File: config.mk
export PLATFORM = sky130hd
export DESIGN_NAME = uart_bus_bridge_flat
export DESIGN_NICKNAME = d
export VERILOG_FILES = /design/src/rtl/uart_bus_bridge_if.sv /design/src/rtl/uart_bus_bridge.sv /design/src/flat_wrapper.sv
export SDC_FILE = /design/constraint.sdc
export NUM_CORES = 1
export LEC_CHECK = 0
export ABC_AREA = 1
export BUFFER_PORTS_ARGS = -buffer_cell sky130_fd_sc_hd__buf_2
export CORE_MARGIN = 2
export CORE_UTILIZATION = 35
export CTS_BUF_LIST = sky130_fd_sc_hd__clkbuf_4 sky130_fd_sc_hd__clkbuf_8
export DETAILED_ROUTE_END_ITERATION = 10
export RECOVER_POWER = 100
export SLEW_MARGIN = 40
export SYNTH_ARGS = -nofsm -noshare
export SYNTH_HDL_FRONTEND = slang
export SYNTH_SLANG_ARGS = --single-unit
File: constraint.sdc
create_clock -name clock -period 2 [get_ports clock]
set_input_delay 0.1 -clock clock [delete_from_list [all_inputs] [get_ports clock]]
set_output_delay 0.1 -clock clock [all_outputs]
set_load 0.01 [all_outputs]
File: src/rtl/uart_bus_bridge_if.sv
// ============================================================================
// Module      : uart_bus_bridge_if
// Description : Byte handshake to the UART host FIFOs plus the single-word
//               register/memory bus driven by the command bridge.
// Revision    : 1.0 - initial release
// ============================================================================
`default_nettype none

interface uart_bus_bridge_if #(
    parameter int ADDR_BYTES = 2
);
    // UART host byte interface
    logic [7:0]              uHByte;
    logic                    uHCanRead;
    logic                    uCRead;
    logic                    uHCanWrite;
    logic                    uCWrite;
    logic [7:0]              uCByte;
    // Register/memory bus
    logic [8*ADDR_BYTES-1:0] memAddr;
    logic [31:0]             memWData;
    logic                    memWrite;
    logic                    memRead;
    logic [31:0]             memRData;
    logic                    memReady;

    modport master (
        input  uHByte, uHCanRead, uHCanWrite, memRData, memReady,
        output uCRead, uCWrite, uCByte, memAddr, memWData, memWrite, memRead
    );

    modport slave (
        output uHByte, uHCanRead, uHCanWrite, memRData, memReady,
        input  uCRead, uCWrite, uCByte, memAddr, memWData, memWrite, memRead
    );
endinterface

`default_nettype wire

File: src/rtl/uart_bus_bridge.sv
// ============================================================================
// Module      : uart_bus_bridge
// Description : Pops command frames from the UART RX FIFO, runs one bus read
//               or write per frame and pushes the response into the TX FIFO.
// Revision    : 1.0 - initial release
// ============================================================================
`default_nettype none

module uart_bus_bridge #(
    parameter int ADDR_BYTES = 2,
    parameter int TIMEOUT    = 5_000_000,
    parameter int TWIDTH     = 23
) (
    input  wire logic         clock,
    input  wire logic         reset,
    uart_bus_bridge_if.master bus,
    output logic              hBusy,
    output logic              hError
);
    localparam int                AW        = 8 * ADDR_BYTES;
    localparam logic [7:0]        CMD_READ  = 8'h52;
    localparam logic [7:0]        CMD_WRITE = 8'h57;
    localparam logic [7:0]        RSP_ACK   = 8'h06;
    localparam logic [7:0]        RSP_NAK   = 8'h15;
    localparam logic [7:0]        ADDR_LAST = 8'(ADDR_BYTES - 1);
    localparam logic [TWIDTH-1:0] TMO_LAST  = TWIDTH'(TIMEOUT - 1);

    // The command byte is decoded in the same cycle it is accepted in IDLE,
    // so there is no separate resting state for it.
    typedef enum logic [2:0] {
        S_IDLE = 3'd0,
        S_ADDR = 3'd1,
        S_DATA = 3'd2,
        S_BUS  = 3'd3,
        S_RESP = 3'd4,
        S_NAK  = 3'd5
    } state_t;

    state_t            state_q,    state_d;
    logic [7:0]        cnt_q,      cnt_d;
    logic [TWIDTH-1:0] tmo_q,      tmo_d;
    logic              is_write_q, is_write_d;
    logic [AW-1:0]     addr_sh_q,  addr_sh_d;
    logic [31:0]       data_sh_q,  data_sh_d;
    logic [31:0]       rdata_q,    rdata_d;
    logic              uCRead_q,   uCRead_d;
    logic              uCWrite_q,  uCWrite_d;
    logic [7:0]        uCByte_q,   uCByte_d;
    logic [AW-1:0]     memAddr_q,  memAddr_d;
    logic [31:0]       memWData_q, memWData_d;
    logic              memWrite_q, memWrite_d;
    logic              memRead_q,  memRead_d;
    logic              hError_q,   hError_d;
    logic              rx_take;
    logic              tx_give;

    // Next-state, datapath and strobe generation for the frame sequencer
    always_comb begin
        state_d    = state_q;
        cnt_d      = cnt_q;
        tmo_d      = tmo_q;
        is_write_d = is_write_q;
        addr_sh_d  = addr_sh_q;
        data_sh_d  = data_sh_q;
        rdata_d    = rdata_q;
        uCRead_d   = 1'b0;
        uCWrite_d  = 1'b0;
        uCByte_d   = uCByte_q;
        memAddr_d  = memAddr_q;
        memWData_d = memWData_q;
        memWrite_d = memWrite_q;
        memRead_d  = memRead_q;
        hError_d   = 1'b0;
        // A strobe still high from last cycle blocks the next transfer,
        // which keeps pops and pushes at least two cycles apart.
        rx_take    = bus.uHCanRead && !uCRead_q;
        tx_give    = bus.uHCanWrite && !uCWrite_q;

        case (state_q)
            S_IDLE: begin
                if (rx_take) begin
                    uCRead_d = 1'b1;
                    cnt_d    = 8'd0;
                    tmo_d    = '0;
                    if (bus.uHByte == CMD_READ) begin
                        is_write_d = 1'b0;
                        state_d    = S_ADDR;
                    end else if (bus.uHByte == CMD_WRITE) begin
                        is_write_d = 1'b1;
                        state_d    = S_ADDR;
                    end else begin
                        state_d = S_NAK;
                    end
                end
            end
            S_ADDR: begin
                if (rx_take) begin
                    uCRead_d  = 1'b1;
                    tmo_d     = '0;
                    addr_sh_d = (addr_sh_q << 8) | AW'(bus.uHByte);
                    if (cnt_q == ADDR_LAST) begin
                        cnt_d = 8'd0;
                        if (is_write_q) begin
                            state_d = S_DATA;
                        end else begin
                            state_d   = S_BUS;
                            memRead_d = 1'b1;
                            memAddr_d = addr_sh_d;
                        end
                    end else begin
                        cnt_d = cnt_q + 8'd1;
                    end
                end else if (tmo_q == TMO_LAST) begin
                    state_d   = S_IDLE;
                    hError_d  = 1'b1;
                    cnt_d     = 8'd0;
                    tmo_d     = '0;
                    addr_sh_d = '0;
                    data_sh_d = '0;
                end else begin
                    tmo_d = tmo_q + 1'b1;
                end
            end
            S_DATA: begin
                if (rx_take) begin
                    uCRead_d  = 1'b1;
                    tmo_d     = '0;
                    data_sh_d = {data_sh_q[23:0], bus.uHByte};
                    if (cnt_q == 8'd3) begin
                        cnt_d      = 8'd0;
                        state_d    = S_BUS;
                        memWrite_d = 1'b1;
                        memAddr_d  = addr_sh_q;
                        memWData_d = data_sh_d;
                    end else begin
                        cnt_d = cnt_q + 8'd1;
                    end
                end else if (tmo_q == TMO_LAST) begin
                    state_d   = S_IDLE;
                    hError_d  = 1'b1;
                    cnt_d     = 8'd0;
                    tmo_d     = '0;
                    addr_sh_d = '0;
                    data_sh_d = '0;
                end else begin
                    tmo_d = tmo_q + 1'b1;
                end
            end
            S_BUS: begin
                if (bus.memReady && (memRead_q || memWrite_q)) begin
                    if (memRead_q) begin
                        rdata_d = bus.memRData;
                    end
                    memRead_d  = 1'b0;
                    memWrite_d = 1'b0;
                    cnt_d      = 8'd0;
                    state_d    = S_RESP;
                end
            end
            S_RESP: begin
                if (tx_give) begin
                    uCWrite_d = 1'b1;
                    if (is_write_q) begin
                        uCByte_d = RSP_ACK;
                        state_d  = S_IDLE;
                    end else begin
                        // Read data leaves MSB first by shifting the capture left
                        uCByte_d = rdata_q[31:24];
                        rdata_d  = {rdata_q[23:0], 8'h00};
                        if (cnt_q == 8'd3) begin
                            cnt_d   = 8'd0;
                            state_d = S_IDLE;
                        end else begin
                            cnt_d = cnt_q + 8'd1;
                        end
                    end
                end
            end
            S_NAK: begin
                if (tx_give) begin
                    uCWrite_d = 1'b1;
                    uCByte_d  = RSP_NAK;
                    hError_d  = 1'b1;
                    state_d   = S_IDLE;
                end
            end
            default: begin
                state_d = S_IDLE;
            end
        endcase
    end

    // State and output registers; reset abandons any frame or bus cycle
    always_ff @(posedge clock) begin
        if (reset) begin
            state_q    <= S_IDLE;
            cnt_q      <= 8'd0;
            tmo_q      <= '0;
            is_write_q <= 1'b0;
            addr_sh_q  <= '0;
            data_sh_q  <= '0;
            rdata_q    <= '0;
            uCRead_q   <= 1'b0;
            uCWrite_q  <= 1'b0;
            uCByte_q   <= 8'h00;
            memAddr_q  <= '0;
            memWData_q <= '0;
            memWrite_q <= 1'b0;
            memRead_q  <= 1'b0;
            hError_q   <= 1'b0;
        end else begin
            state_q    <= state_d;
            cnt_q      <= cnt_d;
            tmo_q      <= tmo_d;
            is_write_q <= is_write_d;
            addr_sh_q  <= addr_sh_d;
            data_sh_q  <= data_sh_d;
            rdata_q    <= rdata_d;
            uCRead_q   <= uCRead_d;
            uCWrite_q  <= uCWrite_d;
            uCByte_q   <= uCByte_d;
            memAddr_q  <= memAddr_d;
            memWData_q <= memWData_d;
            memWrite_q <= memWrite_d;
            memRead_q  <= memRead_d;
            hError_q   <= hError_d;
        end
    end

    assign bus.uCRead   = uCRead_q;
    assign bus.uCWrite  = uCWrite_q;
    assign bus.uCByte   = uCByte_q;
    assign bus.memAddr  = memAddr_q;
    assign bus.memWData = memWData_q;
    assign bus.memWrite = memWrite_q;
    assign bus.memRead  = memRead_q;
    assign hError       = hError_q;
    assign hBusy        = (state_q != S_IDLE);

endmodule

`default_nettype wire

File: src/flat_wrapper.sv
// flat-port wrapper written by rule: the top's interface ports become plain ports
module uart_bus_bridge_flat 
#(
    parameter int ADDR_BYTES = 2,
    parameter int TIMEOUT    = 5_000_000,
    parameter int TWIDTH     = 23
)
  (clock, reset, hBusy, hError, bus_uHByte, bus_uHCanRead, bus_uHCanWrite, bus_memRData, bus_memReady, bus_uCRead, bus_uCWrite, bus_uCByte, bus_memAddr, bus_memWData, bus_memWrite, bus_memRead);
  uart_bus_bridge_if #(.ADDR_BYTES(ADDR_BYTES)) bus_i ();
  input  wire logic clock;
  input  wire logic reset;
  output logic hBusy;
  output logic hError;
  input wire logic [$bits(bus_i.uHByte)-1:0] bus_uHByte;
  input wire logic [$bits(bus_i.uHCanRead)-1:0] bus_uHCanRead;
  input wire logic [$bits(bus_i.uHCanWrite)-1:0] bus_uHCanWrite;
  input wire logic [$bits(bus_i.memRData)-1:0] bus_memRData;
  input wire logic [$bits(bus_i.memReady)-1:0] bus_memReady;
  output wire logic [$bits(bus_i.uCRead)-1:0] bus_uCRead;
  output wire logic [$bits(bus_i.uCWrite)-1:0] bus_uCWrite;
  output wire logic [$bits(bus_i.uCByte)-1:0] bus_uCByte;
  output wire logic [$bits(bus_i.memAddr)-1:0] bus_memAddr;
  output wire logic [$bits(bus_i.memWData)-1:0] bus_memWData;
  output wire logic [$bits(bus_i.memWrite)-1:0] bus_memWrite;
  output wire logic [$bits(bus_i.memRead)-1:0] bus_memRead;
  assign bus_i.uHByte = bus_uHByte;
  assign bus_i.uHCanRead = bus_uHCanRead;
  assign bus_i.uHCanWrite = bus_uHCanWrite;
  assign bus_i.memRData = bus_memRData;
  assign bus_i.memReady = bus_memReady;
  assign bus_uCRead = bus_i.uCRead;
  assign bus_uCWrite = bus_i.uCWrite;
  assign bus_uCByte = bus_i.uCByte;
  assign bus_memAddr = bus_i.memAddr;
  assign bus_memWData = bus_i.memWData;
  assign bus_memWrite = bus_i.memWrite;
  assign bus_memRead = bus_i.memRead;
  uart_bus_bridge #(.ADDR_BYTES(ADDR_BYTES), .TIMEOUT(TIMEOUT), .TWIDTH(TWIDTH)) u_core (.clock(clock), .reset(reset), .bus(bus_i), .hBusy(hBusy), .hError(hError));
endmodule
Yosys cells after proc, flatten, opt, wreduce, memory -nomap -nowiden
Index checks and enable logic that the tools add are counted.
- word-level logic and storage cells: 146
- output and inout port bits: 62
- input port bits: 45
- flip-flop bits (word level): 176
- mux-type cells: 67
- eq/ne operators: 26
- bitwise operators: 3
- $add $sub $neg: 2
- reduce and logical (&&, ||, !) cells: 33
- operator list (cell ; number):
    2-to-1 mux 32 bit ; 7
    2-to-1 mux 16 bit ; 8
    case mux 32 bit (2 select lines) ; 2
    2-to-1 mux 8 bit ; 12
    2-to-1 mux 23 bit ; 3
    case mux 16 bit (2 select lines) ; 2
    case mux 23 bit (2 select lines) ; 1
    case mux 8 bit (5 select lines) ; 1
    2-to-1 mux 3 bit ; 13
    adder 23 x 1 -> 23 bit (second input constant) ; 1
    == test 23 bit (second input constant) ; 1
    inequality test 2 x 1 -> 1 bit (second input constant) ; 9
    case mux 3 bit (6 select lines) ; 1
    == test 8 x 7 -> 1 bit (second input constant) ; 2
    OR 16 x 8 -> 16 bit ; 1
    case mux 8 bit (2 select lines) ; 1
    AND reduction 5 bit ; 3
    nonzero test 2 bit ; 7
    2-to-1 mux 1 bit ; 13
    AND reduction 3 bit ; 3
    adder 8 x 1 -> 8 bit (second input constant) ; 1
    == test 8 x 1 -> 1 bit (second input constant) ; 1
    == test 8 x 2 -> 1 bit (second input constant) ; 1
    inequality test 2 bit (second input constant) ; 4
    19 further kinds ; 33

Logic depth before layout (Yosys ltp)
- depth after elaboration: 5
- gate-level depth with buffers: 13
- depth with buffers taken out: 13

Worst setup path after synthesis
OpenSTA, ideal clock, no wires.
- path kind: reg-to-reg
- start: register u_core.tmo_q[1]
- end: register u_core.addr_sh_q[5]
- library setup time: 132 ps
- cell stages (with the launch flop): 12
- slack: 419 ps
- required time: 1868 ps
- arrival: 1449 ps
- buffers on the path: 1
- period minus slack after synthesis: 1581 ps
- cell sequence: dfxtp_1 -> ha_1 -> nand3_1 -> nor2_1 -> inv_1 -> nor2_1 -> nand2_1 -> nand2_1 -> nand2_2 -> buf_6 -> nand2_1 -> a21oi_1
- word-level cells in the longest chain between the ends: 4
- elaborated cells on any way between the ends: 5
- classes of those cells: eq/ne (1); mux (4)
- ends and longest elaborated chain (item ; RTL line ; text):
    start: declaration ; uart_bus_bridge.sv:41 ; logic [TWIDTH-1:0] tmo_q, tmo_d;
    start signal: assignment ; uart_bus_bridge.sv:214 ; tmo_q <= tmo_d;
    == test 23 bit (*) ; uart_bus_bridge.sv:113, uart_bus_bridge.sv:138 ;
    2-to-1 mux 16 bit (*) ; - ;
    2-to-1 mux 16 bit (on tied branches) ; - ;
    case mux 16 bit (2 select lines) (*) ; - ;
    end signal: assignment ; uart_bus_bridge.sv:216 ; addr_sh_q <= addr_sh_d;
    end: declaration ; uart_bus_bridge.sv:43 ; logic [AW-1:0] addr_sh_q, addr_sh_d;
Mark *: on every way between the ends. The rest lies on a longest branch, timed or not. The select of a mux whose other input is x is not followed.
A chain may end at the register's enable or synchronous reset.

Worst setup path in the final report
- start: register u_core.state_q[2]
- end: register u_core.rdata_q[5]
- word-level cells in the longest chain between the ends: 3
- elaborated cells on any way between the ends: 9
- classes of those cells: eq/ne (6); mux (1); reduce/logical (2)
- ends and longest elaborated chain (item ; RTL line ; text):
    start: declaration ; uart_bus_bridge.sv:39 ; state_t state_q, state_d;
    start signal: assignment ; uart_bus_bridge.sv:212 ; state_q <= state_d;
    == test 3 x 2 -> 1 bit or == test 3 bit (tied branches) ; uart_bus_bridge.sv:79 ; case (state_q)
    inequality test 2 x 1 -> 1 bit (no source line) (tied with other cells) ; - ;
    AND reduction 5 bit (no source line) ; - ;
    end signal: assignment ; uart_bus_bridge.sv:218 ; rdata_q <= rdata_d;
    end: declaration ; uart_bus_bridge.sv:45 ; logic [31:0] rdata_q, rdata_d;
Parallel ways exist; a longest one is shown, timed or not.

==> results.cfg <==
[synth]
synth.distinct_cells = 38
avgSynthCellArea_um2 = 6.95
yosysWarnings = 0
synthArstFlopShare_pct = 0
synth_nets = 1184
syn-instance-count = 1136
yosysSeqAreaShare_pct = 42.6
ys_ff_latch = 168
synth_edf_count = 0
syn_area_um2 = 7890
ys.flop_type = dfxtp_1

[global_routing]
grt_max_degree = 84
grt-ovfl-total = 0
grt_util_all_layers_pct = 17.6
first_global_vias = 6882
grt_pass1_wl_um = 34100
antenna_found_initial = 1

[clocking]
clk_path_buf_depth = 2
cts_root_buf = clkbuf_8
htreeDepth = 4
clock-sinks = 168
post-cts-setup-buffer-count = 0
worstSkewPairLatency_ps = 460
cts-buffers-inserted = 17
cts_tree = yes
path_clk_slew_ps = 100

[pwr]
netSwitchingFraction_pct = 37.8
sequentialPowerShare_pct = 41.6
clock_power_share_pct = 26.4
vdd_ir_drop_max_mv = 0.464
powerDensity_nw_per_um2 = 973
p_leak_nw = 3.80
power_switching_w = 0.00344
combPwrFrac_pct = 32.1
internal_power_w = 0.00566

[timing]
rsz0062_at_grt = no
skew_ps = 22.7
hold_viol = 0
fin_crit_sh_pct = 93.9
fmax_mhz = 532
tightest_slew_ps = 530
relSlewSlack_pct = 64.6
final.setup.tns_ps = 0
fin_crit_ps = 1880
setup_viol = 0
drv_slew = 0

[critical_path]
end_kind = flop
crit_path_max_fanout = 55
timing.critical_path.mode_cell = buf_12
critPathMaxStageDelay_ps = 550
criticalPathCategory = flop to flop
critPathTopFamily = buffers and inverters
cp.required_ps = 2390
cp_slowest_cell = dfxtp_1
startpoint_type = flop
crit_buf_inv = 3
crit_chain = buf_4 -> nand2_2 -> buf_12 -> o21ai_2 -> buf_12 -> nand2_1 -> a21oi_1
arrival_ps = 2270

[route]
num_vias = 7362
dr.pass1.iters = 5
totalWireLength_um = 20600
avgViaCountPerCell = 4.71
ant_nets = 0
drc = 0
wl_per_cell_um = 13.2
drtIter0Drc = 402

[run]
maxCapViolations = 0

[layout]
utilization_pct = 42.6
layout_commonest_cell = nand2_1
nNetsFinal = 1316
stdcell_count = 1562
area_growth_syn_to_layout_pct = 18.5
layout_common_cells = nand2_1 (277), nor2_1 (186), dfxtp_1 (168)
drive_gt1_share_pct = 12.3

[place]
place_hpwl_um = 14300
io_buffers = 106
gp_congestion = 0.851
dp.cells = 1496

[die]
die_y_um = 154
coreArea_um2 = 22000
fp-row-count = 54
die_w_um = 154
start_util_pct = 35.9
die_area_um2 = 23800
ios = 107

[run_status]
status = complete, no violations

[min_path]
hp-class = input pin to flop
==> kinds of logic (layout without fill, tap and decap cells) <==
kind of cell	after synthesis	after routing	share of synthesized area, %
compound gates	193	193	13.1
xor+xnor	9	9	0.999
fa+ha+maj	3	3	0.476
buf+inv	159	304	8.94
flops	168	168	42.6
mux	8	8	1.14
other cells	0	1	0
simple gates	596	596	32.7
==> flip-flops by register name, indices dropped and copies added, names as in the netlist, 3 cells and up <==
| signal | count |
|---|---|
| u_core.rdata_q | 32 |
| u_core.data_sh_q | 24 |
| u_core.cnt_q | 8 |
| u_core.bus.memAddr | 16 |
| u_core.bus.uCByte | 8 |
| u_core.state_q | 3 |
| u_core.addr_sh_q | 16 |
| u_core.bus.memWData | 32 |
| u_core.tmo_q | 23 |
==> cells in the mapped netlist, types with 12 or more instances <==
| cell | number | share of area, % |
|---|---|---|
| nor2_1 | 182 | 8.7 |
| clkbuf_1 | 25 | 1.2 |
| dfxtp_1 | 168 | 43 |
| buf_2 | 12 | 0.76 |
| o21ai_1 | 22 | 1.4 |
| nand3_1 | 71 | 4.5 |
| o21ai_0 | 68 | 4.3 |
| nor2_2 | 13 | 1.0 |
| a21oi_1 | 82 | 5.2 |
| nand2_1 | 275 | 13 |
| nand2_2 | 12 | 0.95 |
| inv_1 | 94 | 4.5 |
| nor3_1 | 17 | 1.1 |
==> routing by layer <==
layer | GRT usage [%] | part of all wire, % | vias to the layer above
li1 | - | - | 3893
met3 | 4.48 | 5.0 | 12
met4 | 4.54 | 1.1 | 0
met1 | 23.0 | 48 | 3312
met2 | 28.8 | 46 | 145
met5 | 0 | 0 | -
==> power groups by stage <==
stage | sequential, W | clock [W] | combinational [W]
floorplan | 0.00382 | 0 | 0.00227
global placement | 0.00385 | 0 | 0.00295
detailed placement | 0.00385 | 0 | 0.00294
CTS | 0.00378 | 0.00249 | 0.00300
global route | 0.00381 | 0.00263 | 0.00330
finish | 0.00378 | 0.00240 | 0.00292
==> tightest hold or removal path, cell delays in order <==
cell,delay (ps)
buf_2,80
nand2_1,40
o21ai_0,80
nor2_1,60
nor2_1,90
==> per-stage QoR <==
stage	total power [W]	cell area (um2)	hold slack [ps]	setup WS (ps)
floorplan	0.00609	7890	249	419
global placement	0.00679	8760	375	227
detailed placement	0.00679	8760	376	198
CTS	0.00927	9480	0.722	177
global route	0.00974	9350	26.9	1.11
finish	0.00910	9350	25.4	122
==> worst paths after layout <==
path,slack [ps],from,depth (start not counted),to
max,120,u_core.state_q[2],7,u_core.rdata_q[5]
min,30,bus_memRData[20],5,u_core.rdata_q[20]
max reg2reg,120,u_core.state_q[2],7,u_core.rdata_q[5]
min reg2reg,460,u_core.rdata_q[7],2,u_core.rdata_q[7]
==> final cells by class <==
class / instances / area [um2]
antenna: 1 / 2.50
multi-input combinational: 809 / 3800
sequential: 168 / 3360
inverter: 104 / 390
clock inverter: 14 / 138
timing repair buffer: 168 / 1060
tap: 280 / 350
fill: 2382 / 12600
clock buffer: 18 / 248
==> timing repair <==
item / CTS / global route
hold buffers: 33 / 0
endpoints found under the hold margin: 47 / 0
setup endpoints to repair: 0 / 1
gates resized for setup: 0 / 1
Power figures use the tool's default switching activity.
